--- src/rtl/gray_pkg.sv ---
// Shared Gray-code helpers for the counter and pointer-synchroniser blocks.
// Functions operate at MAX_WIDTH; callers zero-extend inputs and truncate results.
package gray_pkg;

    localparam int unsigned MAX_WIDTH = 32;

    function automatic logic [MAX_WIDTH-1:0] bin2gray(input logic [MAX_WIDTH-1:0] b);
        return b ^ (b >> 1);
    endfunction

    function automatic logic [MAX_WIDTH-1:0] gray2bin(input logic [MAX_WIDTH-1:0] g);
        logic [MAX_WIDTH-1:0] b;
        b[MAX_WIDTH-1] = g[MAX_WIDTH-1];
        for (int unsigned i = MAX_WIDTH - 1; i > 0; i--) begin
            b[i-1] = b[i] ^ g[i-1];
        end
        return b;
    endfunction

endpackage

--- src/rtl/gray_decode.sv ---
// Combinational Gray-to-binary decoder; bit i is the XOR of gray[WIDTH-1:i].
module gray_decode
    import gray_pkg::*;
#(
    parameter int unsigned WIDTH = 4
) (
    input  logic [WIDTH-1:0] gray,
    output logic [WIDTH-1:0] bin
);

    always_comb begin
        bin = WIDTH'(gray2bin(MAX_WIDTH'(gray)));
    end

endmodule

--- src/rtl/gray_counter.sv ---
// Up/down counter with registered binary and Gray outputs, binary/Gray load,
// wrap or saturate at the range ends, and a one-cycle terminal-count pulse.
module gray_counter
    import gray_pkg::*;
#(
    parameter int unsigned WIDTH     = 4,
    parameter int unsigned RESET_VAL = 0,
    parameter bit          WRAP      = 1'b1
) (
    input  logic             clk,
    input  logic             rst,
    input  logic             en,
    input  logic             up,
    input  logic             load,
    input  logic             load_is_gray,
    input  logic [WIDTH-1:0] load_val,
    output logic [WIDTH-1:0] bin_out,
    output logic [WIDTH-1:0] gray_out,
    output logic             tc
);

    localparam logic [WIDTH-1:0] RST_BIN  = RESET_VAL[WIDTH-1:0];
    localparam logic [WIDTH-1:0] RST_GRAY = WIDTH'(bin2gray(MAX_WIDTH'(RST_BIN)));
    localparam logic [WIDTH-1:0] MAX_VAL  = '1;

    logic [WIDTH-1:0] load_bin;
    logic [WIDTH-1:0] nxt_bin;
    logic             nxt_tc;

    gray_decode #(.WIDTH(WIDTH)) u_load_decode (
        .gray (load_val),
        .bin  (load_bin)
    );

    // tc flags both a wrap and a blocked saturating step: any attempt to leave the range.
    always_comb begin
        nxt_bin = bin_out;
        nxt_tc  = 1'b0;
        if (load) begin
            nxt_bin = load_is_gray ? load_bin : load_val;
        end else if (en) begin
            if (up) begin
                if (bin_out == MAX_VAL) begin
                    nxt_tc = 1'b1;
                    if (WRAP) nxt_bin = '0;
                end else begin
                    nxt_bin = bin_out + WIDTH'(1);
                end
            end else begin
                if (bin_out == '0) begin
                    nxt_tc = 1'b1;
                    if (WRAP) nxt_bin = MAX_VAL;
                end else begin
                    nxt_bin = bin_out - WIDTH'(1);
                end
            end
        end
    end

    always_ff @(posedge clk) begin
        if (rst) begin
            bin_out  <= RST_BIN;
            gray_out <= RST_GRAY;
            tc       <= 1'b0;
        end else begin
            bin_out  <= nxt_bin;
            gray_out <= WIDTH'(bin2gray(MAX_WIDTH'(nxt_bin)));
            tc       <= nxt_tc;
        end
    end

endmodule

--- config.mk ---
export PLATFORM = sky130hd
export DESIGN_NAME = gray_counter
export DESIGN_NICKNAME = d
export VERILOG_FILES = /design/src/rtl/gray_pkg.sv /design/src/rtl/gray_decode.sv /design/src/rtl/gray_counter.sv
export SDC_FILE = /design/constraint.sdc
export NUM_CORES = 1
export LEC_CHECK = 0
export ABC_AREA = 1
export BUFFER_PORTS_ARGS = -buffer_cell sky130_fd_sc_hd__buf_4
export CAP_MARGIN = 20
export CELL_PAD_IN_SITES_DETAIL_PLACEMENT = 0
export CELL_PAD_IN_SITES_GLOBAL_PLACEMENT = 1
export CORE_MARGIN = 5
export CORE_UTILIZATION = 32
export DETAILED_ROUTE_END_ITERATION = 16
export PLACE_DENSITY_LB_ADDON = 0.1
export SYNTH_ARGS = -nofsm -noshare
export SYNTH_HDL_FRONTEND = slang
export SYNTH_HIERARCHICAL = 1
export SYNTH_SLANG_ARGS = --single-unit
--- constraint.sdc ---
create_clock -name clk -period 1.7 [get_ports clk]
set_clock_uncertainty 0.1 [all_clocks]
set_input_delay 0.085 -clock clk [delete_from_list [all_inputs] [get_ports clk]]
set_output_delay 0.085 -clock clk [all_outputs]
set_load 0.005 [all_outputs]
# Word-level counts from Yosys, hierarchy flattened
# Cells that the tools add are included.
[classes] mux=9 n_reduce_logical=2 bitwise_logic=5 addsub=2 n_eq_ne=1
[ops] cell="$mux W4" count=5
[ops] cell="$add A4 B1 Y4 const B" count=1
[ops] cell="$eq A4 B4 Y1 const B" count=1
[ops] cell="$logic_not A4 Y1" count=1
[ops] cell="$sub A4 B1 Y4 const B" count=1
[ops] cell="$xor A4 B3 Y4" count=1
[ops] cell="$mux W1" count=3
[ops] cell="$mux W3" count=1
[ops] cell="$reduce_or A3 Y1" count=1
[ops] cell="$xor A1 B1 Y1" count=3
[ops] cell="$not A1 Y1" count=1
[totals] elab_cells=22 ff_bits=9

# Longest topological paths before layout
# Gate-level depths: netlist of the first run.
[depth] ltp_word=6 depth_mapped=12

# Modules after synthesis
# The synthesis of the first run kept the hierarchy.
[modules_own_cells] module="gray_counter" seq_area_each_um2=160.2 area_each_um2=530.5 instances=1 cells_each=87
[modules_own_cells] module="gray_decode" seq_area_each_um2=0.0 area_each_um2=93.8 instances=1 cells_each=18

# Least setup slack after synthesis of the first run
# OpenSTA, ideal clock, no wires.
[synth_timing] path_kind="reg-to-reg" startpoint="register bin_out[0]" endpoint="register gray_out[0]" setup_time_ps=113 path_stages_with_launch=11 t_arrival_ps=1398 required_time_ps=1487 slack_ps=89 n_path_buf=0 path_cell_list="dfxtp_1 -> inv_1 -> ha_1 -> xnor2_1 -> nand2_1 -> o211ai_1 -> inv_2 -> nor2_2 -> nand2_1 -> nand2_1 -> nor2_1"
[synth_between] elab_chain_cells=6 word_cells_on_any_way=10 classes_between="add/sub: 2; eq/ne: 1; mux: 5; bitwise: 1; reduce/logical: 1"
[synth_rtl] item="start: declaration" line="gray_counter.sv:17" source="output logic [WIDTH-1:0] bin_out,"
[synth_rtl] item="start signal: assignment" line="gray_counter.sv:66" source="bin_out <= nxt_bin;"
[synth_rtl] item="$sub A4 B1 Y4 (tied with other cells)" line="gray_counter.sv:54" source="nxt_bin = bin_out - WIDTH'(1);"
[synth_rtl] item="$mux W4, on equally long branches" line="gray_counter.sv:50, gray_counter.sv:43"
[synth_rtl] item="$mux W4" line="gray_counter.sv:42" source="if (up) begin"
[synth_rtl] item="$mux W4 (*)" line="gray_counter.sv:41" source="end else if (en) begin"
[synth_rtl] item="$mux W4 (*)" line="gray_counter.sv:39" source="if (load) begin"
[synth_rtl] item="$xor A4 B3 Y4 (*)" line="gray_pkg.sv:8" source="return b ^ (b >> 1);"
[synth_rtl] item="end signal: assignment" line="gray_counter.sv:67" source="gray_out <= WIDTH'(bin2gray(MAX_WIDTH'(nxt_bin)));"
[synth_rtl] item="end: declaration" line="gray_counter.sv:18" source="output logic [WIDTH-1:0] gray_out,"
# Mark *: on every way between the ends. The rest lies on a longest branch, timed or not.
# A chain may end at the register's enable or synchronous reset.

# Final worst setup path of the first run
[layout_timing] startpoint="register bin_out[0]" endpoint="register gray_out[1]"
[layout_between] elab_chain_cells=6 word_cells_on_any_way=10 classes_between="add/sub: 2; eq/ne: 1; mux: 5; bitwise: 1; reduce/logical: 1"
[layout_rtl] item="$sub A4 B1 Y4 (tied with other cells)" line="gray_counter.sv:54"
[layout_rtl] item="$mux W4, on equally long branches" line="gray_counter.sv:50, gray_counter.sv:43"
[layout_rtl] item="$mux W4 (*)" line="gray_counter.sv:42"
[layout_rtl] item="$mux W4 (*)" line="gray_counter.sv:41"
[layout_rtl] item="$mux W4 (*)" line="gray_counter.sv:39"
[layout_rtl] item="$xor A4 B3 Y4 (*)" line="gray_pkg.sv:8"
# Marks and branches as above.

==> impl_metrics.json, run 1 <==
{
  "status": "finished clean",
  "grt_overflow": 0,
  "clock_latency_ps": 250,
  "async_flop_share_pct": 0,
  "portBuffers": 18,
  "initialDrtViolationCount": 10,
  "finalCoreUtilization_pct": 44.9,
  "place.gp.congestion": 0.714,
  "synth_edf_count": 0,
  "dp_hpwl_mm": 1.25,
  "synth_cells": 105,
  "pwr-share-comb_pct": 36.0,
  "grt_util_all_layers_pct": 12.2,
  "placed_area_um2": 793,
  "ys_types": 20,
  "path_cells": "inv_1 > ha_1 > xnor2_1 > nand2_1 > o211ai_1 > inv_2 > nor2_4 > nand2_1 > nand2_1 > nor2_1",
  "rrSetupSlack_ps": 130,
  "drc": 0,
  "antenna_left": 0,
  "synth_commonest_cells": "28 x nand2_1, 15 x nor2_1, 13 x inv_1, 13 x nand3_1, 8 x dfxtp_1",
  "viasPerCell": 4.39,
  "rows": 16,
  "cp_slowest_cell": "dfxtp_2",
  "netlist_area_um2": 624,
  "report.final.hold_viol_count": 0,
  "clk_pin_slew_ps": 50,
  "die_width_um": 54.2,
  "criticalPathCategory": "register to register",
  "maxSlewHeadroom_pct": 75.1,
  "nets": 143,
  "fill_cells": 217,
  "regArea_um2": 163,
  "p_per_area_nw_per_um2": 661,
  "initial_utilization_pct": 32.8,
  "wirelength_mm": 1.53,
  "grt_pass1_vias": 675,
  "cts_buffers": 3,
  "p_int_w": 0.000384,
  "pwr-share-seq_pct": 39.2,
  "grt_pass1_wl_mm": 2.71,
  "antenna_found_initial": 0,
  "max_slew.worst_pin.slew_ps": 372,
  "worstPathMaxFanout": 4,
  "sw_frac_of_total_pct": 32.0,
  "syn-num-nets": 117,
  "die_h_um": 54.2,
  "min_period_ps": 1570,
  "synthTopCellsByArea": "dfxtp_1 26%, nand2_1 17%, nand3_1 10%, nor2_1 9.0%, inv_1 7.8%",
  "first_pass_iters": 4,
  "syn_area_per_cell_um2": 5.95,
  "htree_num_levels": 1,
  "grt_max_degree": 9,
  "synth_top_area_share_pct": 25.7,
  "synthMostInstantiatedCell": "nand2_1",
  "io_pins": 19,
  "hold_class": "input port to register",
  "cp_top_family": "simple AND/OR/NAND/NOR gates",
  "max-cap-violations": 0,
  "drv_slew": 0,
  "synth_warnings": 6,
  "drive_gt1_share_pct": 27.9,
  "core_area_um2": 1900,
  "end_kind": "register",
  "crit_top_cell": "nand2_1",
  "slowest_delay_ps": 340,
  "ir_drop_v": 0.000575,
  "yosys_register_bits": 8,
  "critPathArrivalTime_ps": 1620,
  "finalCritPeriodShare_pct": 92.3,
  "cts_buffer_depth": 2,
  "fmax_mhz": 637,
  "synth_top_area_cell": "dfxtp_1",
  "cts_tree": "done",
  "power_frac_clock_pct": 24.8,
  "vias": 685,
  "yosys_most_used_dff": "dfxtp_1",
  "antennaDiodeCount": 0,
  "required_ps": 1750,
  "setup_viol": 0,
  "syn2layout_area_growth_pct": 36.7,
  "multiInputGateArea_um2": 393,
  "cts_sinks": 8,
  "post_drt_wl_per_cell_um": 9.81,
  "p_leak_nw": 0.443,
  "switchingPower_w": 0.000180,
  "ys_seq_area_share_pct": 25.7,
  "root_buffer": "clkbuf_4",
  "fin_area_um2": 853,
  "worst-path-buf-inv": 2,
  "die_area_um2": 2930,
  "start_kind": "register"
}
## layout make-up
| cell class | count | area share (%) |
|---|---|---|
| Multi-Input combinational cell | 78 | 46.0 |
| Timing Repair Buffer | 23 | 20.8 |
| Sequential cell | 8 | 19.1 |
| Inverter | 17 | 7.48 |
| Tap cell | 27 | 3.96 |
| Clock buffer | 3 | 2.64 |
## worst min-delay path, stage by stage
cell,delay [ps]
buf_4,100
o21ai_1,70
nand2_1,70
a21oi_1,60
## flip-flops by register name, indices dropped and copies added (netlist names)
name	flops
tc	1
bin_out	4
gray_out	3
## stage by stage
stage	TNS, ps	power [W]	std cells	hold slack (ps)	setup slack [ps]
after floorplan	0	0.000338	105	54.1	89.1
after global placement	0	0.000419	150	208	50.1
after detailed placement	0	0.000419	150	205	38.3
after CTS	0	0.000567	155	69.8	31.2
after global routing	-4.96	0.000617	156	71.6	-2.56
final	0	0.000564	156	76.7	131
## placed cells by master (no fill, tap or decap)
| master | n |
|---|---|
| a21oi_1 | 4 |
| nand4_1 | 1 |
| nor2_2 | 1 |
| nor2_1 | 15 |
| ha_1 | 1 |
| ha_2 | 1 |
| dfxtp_2 | 2 |
| o21ai_1 | 1 |
| dlygate4sd3_1 | 2 |
| inv_1 | 13 |
| o211ai_1 | 2 |
| xnor2_1 | 1 |
| clkbuf_4 | 3 |
| o21ai_0 | 3 |
| nand3_2 | 3 |
| buf_4 | 21 |
| nand2_1 | 28 |
| clkinv_1 | 1 |
| nand3_1 | 13 |
| nand2_2 | 1 |
| nor3_1 | 1 |
| dfxtp_1 | 6 |
| nor2_4 | 1 |
| a2111oi_1 | 1 |
| inv_2 | 3 |
## final timing paths
path,startpoint,endpoint,cells past startpoint
worst max-delay path,bin_out[0]$_SDFF_PP0_,gray_out[1]$_SDFF_PP0_,10
worst min-delay path,en,bin_out[0]$_SDFF_PP0_,4
worst max register to register,bin_out[0]$_SDFF_PP0_,gray_out[1]$_SDFF_PP0_,10
worst min register to register,bin_out[0]$_SDFF_PP0_,bin_out[0]$_SDFF_PP0_,4
## power groups by stage
stage	combinational (W)	clock (W)	sequential (W)
floorplan	0.000113	0	0.000226
global placement	0.000195	0	0.000225
detailed placement	0.000194	0	0.000224
CTS	0.000198	0.000148	0.000221
global route	0.000233	0.000160	0.000224
finish	0.000203	0.000140	0.000221
## layer usage
layer  global-route usage, %  share of wire [%]  vias to the layer above
met1                    15.4                 44                      288
li1                        -                  -                      380
met4                    1.24                  0                        0
met5                       0                  0                        -
met3                    3.32                6.2                        0
met2                    21.3                 50                       17
## cells by family after synthesis
| kind of cell | Yosys count | synth area share, % |
|---|---|---|
| AO/OA/AOI/OAI | 11 | 10.4 |
| XOR/XNOR | 1 | 1.40 |
| adder cells (fa/ha/maj) | 2 | 4.01 |
| buffers and inverters | 19 | 12.6 |
| flip-flops | 8 | 25.7 |
| AND/OR/NAND/NOR | 64 | 45.9 |
## timing repair
item | CTS | global route
buffers inserted | 0 | 1
endpoints found under the setup margin | 0 | 3
gates resized for setup | 0 | 4
endpoints found under the hold margin | 5 | 0
hold buffers | 2 | 0
(Power assumes the default switching activity.)
==> run 2: changes to the inputs <==
--- a/config.mk
+++ b/config.mk
@@ -10,7 +10,6 @@
 export CAP_MARGIN = 20
 export CELL_PAD_IN_SITES_DETAIL_PLACEMENT = 0
 export CELL_PAD_IN_SITES_GLOBAL_PLACEMENT = 1
-export CORE_MARGIN = 5
 export CORE_UTILIZATION = 32
 export DETAILED_ROUTE_END_ITERATION = 16
 export PLACE_DENSITY_LB_ADDON = 0.1
==> impl_metrics.json, run 2 (synthesized netlist as in run 1, its figures left out) <==
{
  "finalCritPeriodShare_pct": 91.2,
  "numPlacedInstances": 148,
  "power_frac_clock_pct": 25.7,
  "required_ps": 1740,
  "tns_ps": 0,
  "slowest_delay_ps": 360,
  "dp_hpwl_mm": 1.14,
  "sw_frac_of_total_pct": 32.8,
  "start_kind": "register",
  "hold_class": "input port to register",
  "nets": 142,
  "cts_tree": "done",
  "grt_pass1_vias": 625,
  "cts_buffer_depth": 2,
  "clk_pin_slew_ps": 60,
  "pwr-share-seq_pct": 38.7,
  "htree_num_levels": 1,
  "drc": 0,
  "regArea_um2": 163,
  "viasPerCell": 4.51,
  "finalCoreUtilization_pct": 47.6,
  "drive_gt1_share_pct": 28.9,
  "min_period_ps": 1550,
  "fill_cells": 206,
  "status": "finished clean",
  "die_h_um": 46.2,
  "largest_reg_flops": 4,
  "vias": 690,
  "die_area_um2": 2130,
  "portBuffers": 18,
  "post_drt_wl_per_cell_um": 9.63,
  "critPathArrivalTime_ps": 1600,
  "antennaDiodeCount": 0,
  "io_pins": 19,
  "antenna_found_initial": 0,
  "p_int_w": 0.000386,
  "end_kind": "register",
  "root_buffer": "clkbuf_4",
  "cts_buffers": 3,
  "crit_top_cell": "nand2_1",
  "criticalPathCategory": "register to register",
  "first_pass_iters": 4,
  "antenna_left": 0,
  "grt_overflow": 0,
  "final_common_cell": "nand2_1",
  "maxSlewHeadroom_pct": 80.0,
  "switchingPower_w": 0.000189,
  "cp_top_family": "flip-flops",
  "initial_utilization_pct": 35.0,
  "place.gp.congestion": 0.794,
  "setup_viol": 0,
  "cp_slowest_cell": "dfxtp_2",
  "rows": 15,
  "path_cells": "inv_2 > ha_4 > xnor2_1 > nand2_1 > o211ai_1 > inv_2 > nor2_2 > nand2_1 > nand2_1 > nor2_1",
  "p_per_area_nw_per_um2": 677,
  "ir_drop_v": 0.000404,
  "grt_max_degree": 9,
  "pwr-share-comb_pct": 35.7,
  "die_width_um": 46.2,
  "cts_sinks": 8,
  "max_slew.worst_pin.slew_ps": 299,
  "fmax_mhz": 645,
  "wirelength_mm": 1.47,
  "largest_register": "bin_out",
  "core_area_um2": 1780,
  "hold_slack_ps": 63.6,
  "p_leak_nw": 0.439,
  "initialDrtViolationCount": 8,
  "clock_latency_ps": 260,
  "worstPathMaxFanout": 4,
  "max-cap-violations": 0,
  "grt_pass1_wl_mm": 2.45,
  "syn2layout_area_growth_pct": 35.9,
  "worst-path-buf-inv": 2,
  "drv_slew": 0,
  "final_cell_mix": "28 x nand2_1, 20 x buf_4, 15 x nor2_1, 13 x nand3_1, 11 x inv_1",
  "reg.largest.list": "bin_out: 4 flops, gray_out: 3 flops, tc: 1 flops",
  "multiInputGateArea_um2": 398,
  "report.final.hold_viol_count": 0,
  "instances_no_fill": 153,
  "grt_util_all_layers_pct": 16.0
}
-- run 2: power by group through the flow --
stage	logic (W)	clock network, W	registers, W
2_1_floorplan	0.000113	0	0.000226
3_3_place_gp	0.000193	0	0.000224
3_5_place_dp	0.000192	0	0.000225
4_1_cts	0.000196	0.000154	0.000221
5_1_grt	0.000234	0.000162	0.000224
6_report	0.000205	0.000147	0.000222
-- run 2: final timing paths --
check                                      startpoint                     end  slack [ps]  cells after the start
worst max-delay path            bin_out[0]$_SDFF_PP0_  gray_out[1]$_SDFF_PP0_         150                     10
worst min-delay path                               en   bin_out[1]$_SDFF_PP0_          60                      4
worst max register to register  bin_out[0]$_SDFF_PP0_  gray_out[1]$_SDFF_PP0_         150                     10
worst min register to register  bin_out[1]$_SDFF_PP0_   bin_out[1]$_SDFF_PP0_         560                      4
-- run 2: cell type report --
cell class / count / share of cell area (%)
flip-flops and latches: 8 / 19.2
repair buffers: 22 / 20.1
multi-input cells: 78 / 46.9
well taps: 25 / 3.69
inverters: 17 / 7.52
clock buffers: 3 / 2.65
-- run 2: tightest hold or removal path, cell delays in order --
cell and delay, ps:
buf_4 100, o211ai_1 90, inv_2 70, nor3_1 40
-- run 2: what timing repair did --
| item | 4_1_cts | 5_1_grt |
|---|---|---|
| resized for setup | 0 | 7 |
| hold buffers | 2 | 0 |
| buffers inserted | 0 | 0 |
| setup endpoints to repair | 0 | 3 |
| endpoints found under the hold margin | 5 | 0 |
-- run 2: layer usage --
layer | share of wire [%] | global-route usage, % | wire, µm | vias to the layer above
met2 | 49 | 26.8 | 728 | 18
met1 | 46 | 19.3 | 679 | 289
met4 | 0.54 | 7.06 | 8 | 0
met5 | 0 | 0 | 0 | -
met3 | 3.9 | 3.53 | 58 | 2
li1 | - | - | - | 381
-- run 2: through the flow --
stage	setup WS, ps	instance area [µm²]	power (W)
2_1_floorplan	89.1	624	0.000338
3_3_place_gp	80.5	791	0.000417
3_5_place_dp	55.7	791	0.000416
4_1_cts	29.0	833	0.000571
5_1_grt	-0.0551	848	0.000621
6_report	149	848	0.000574
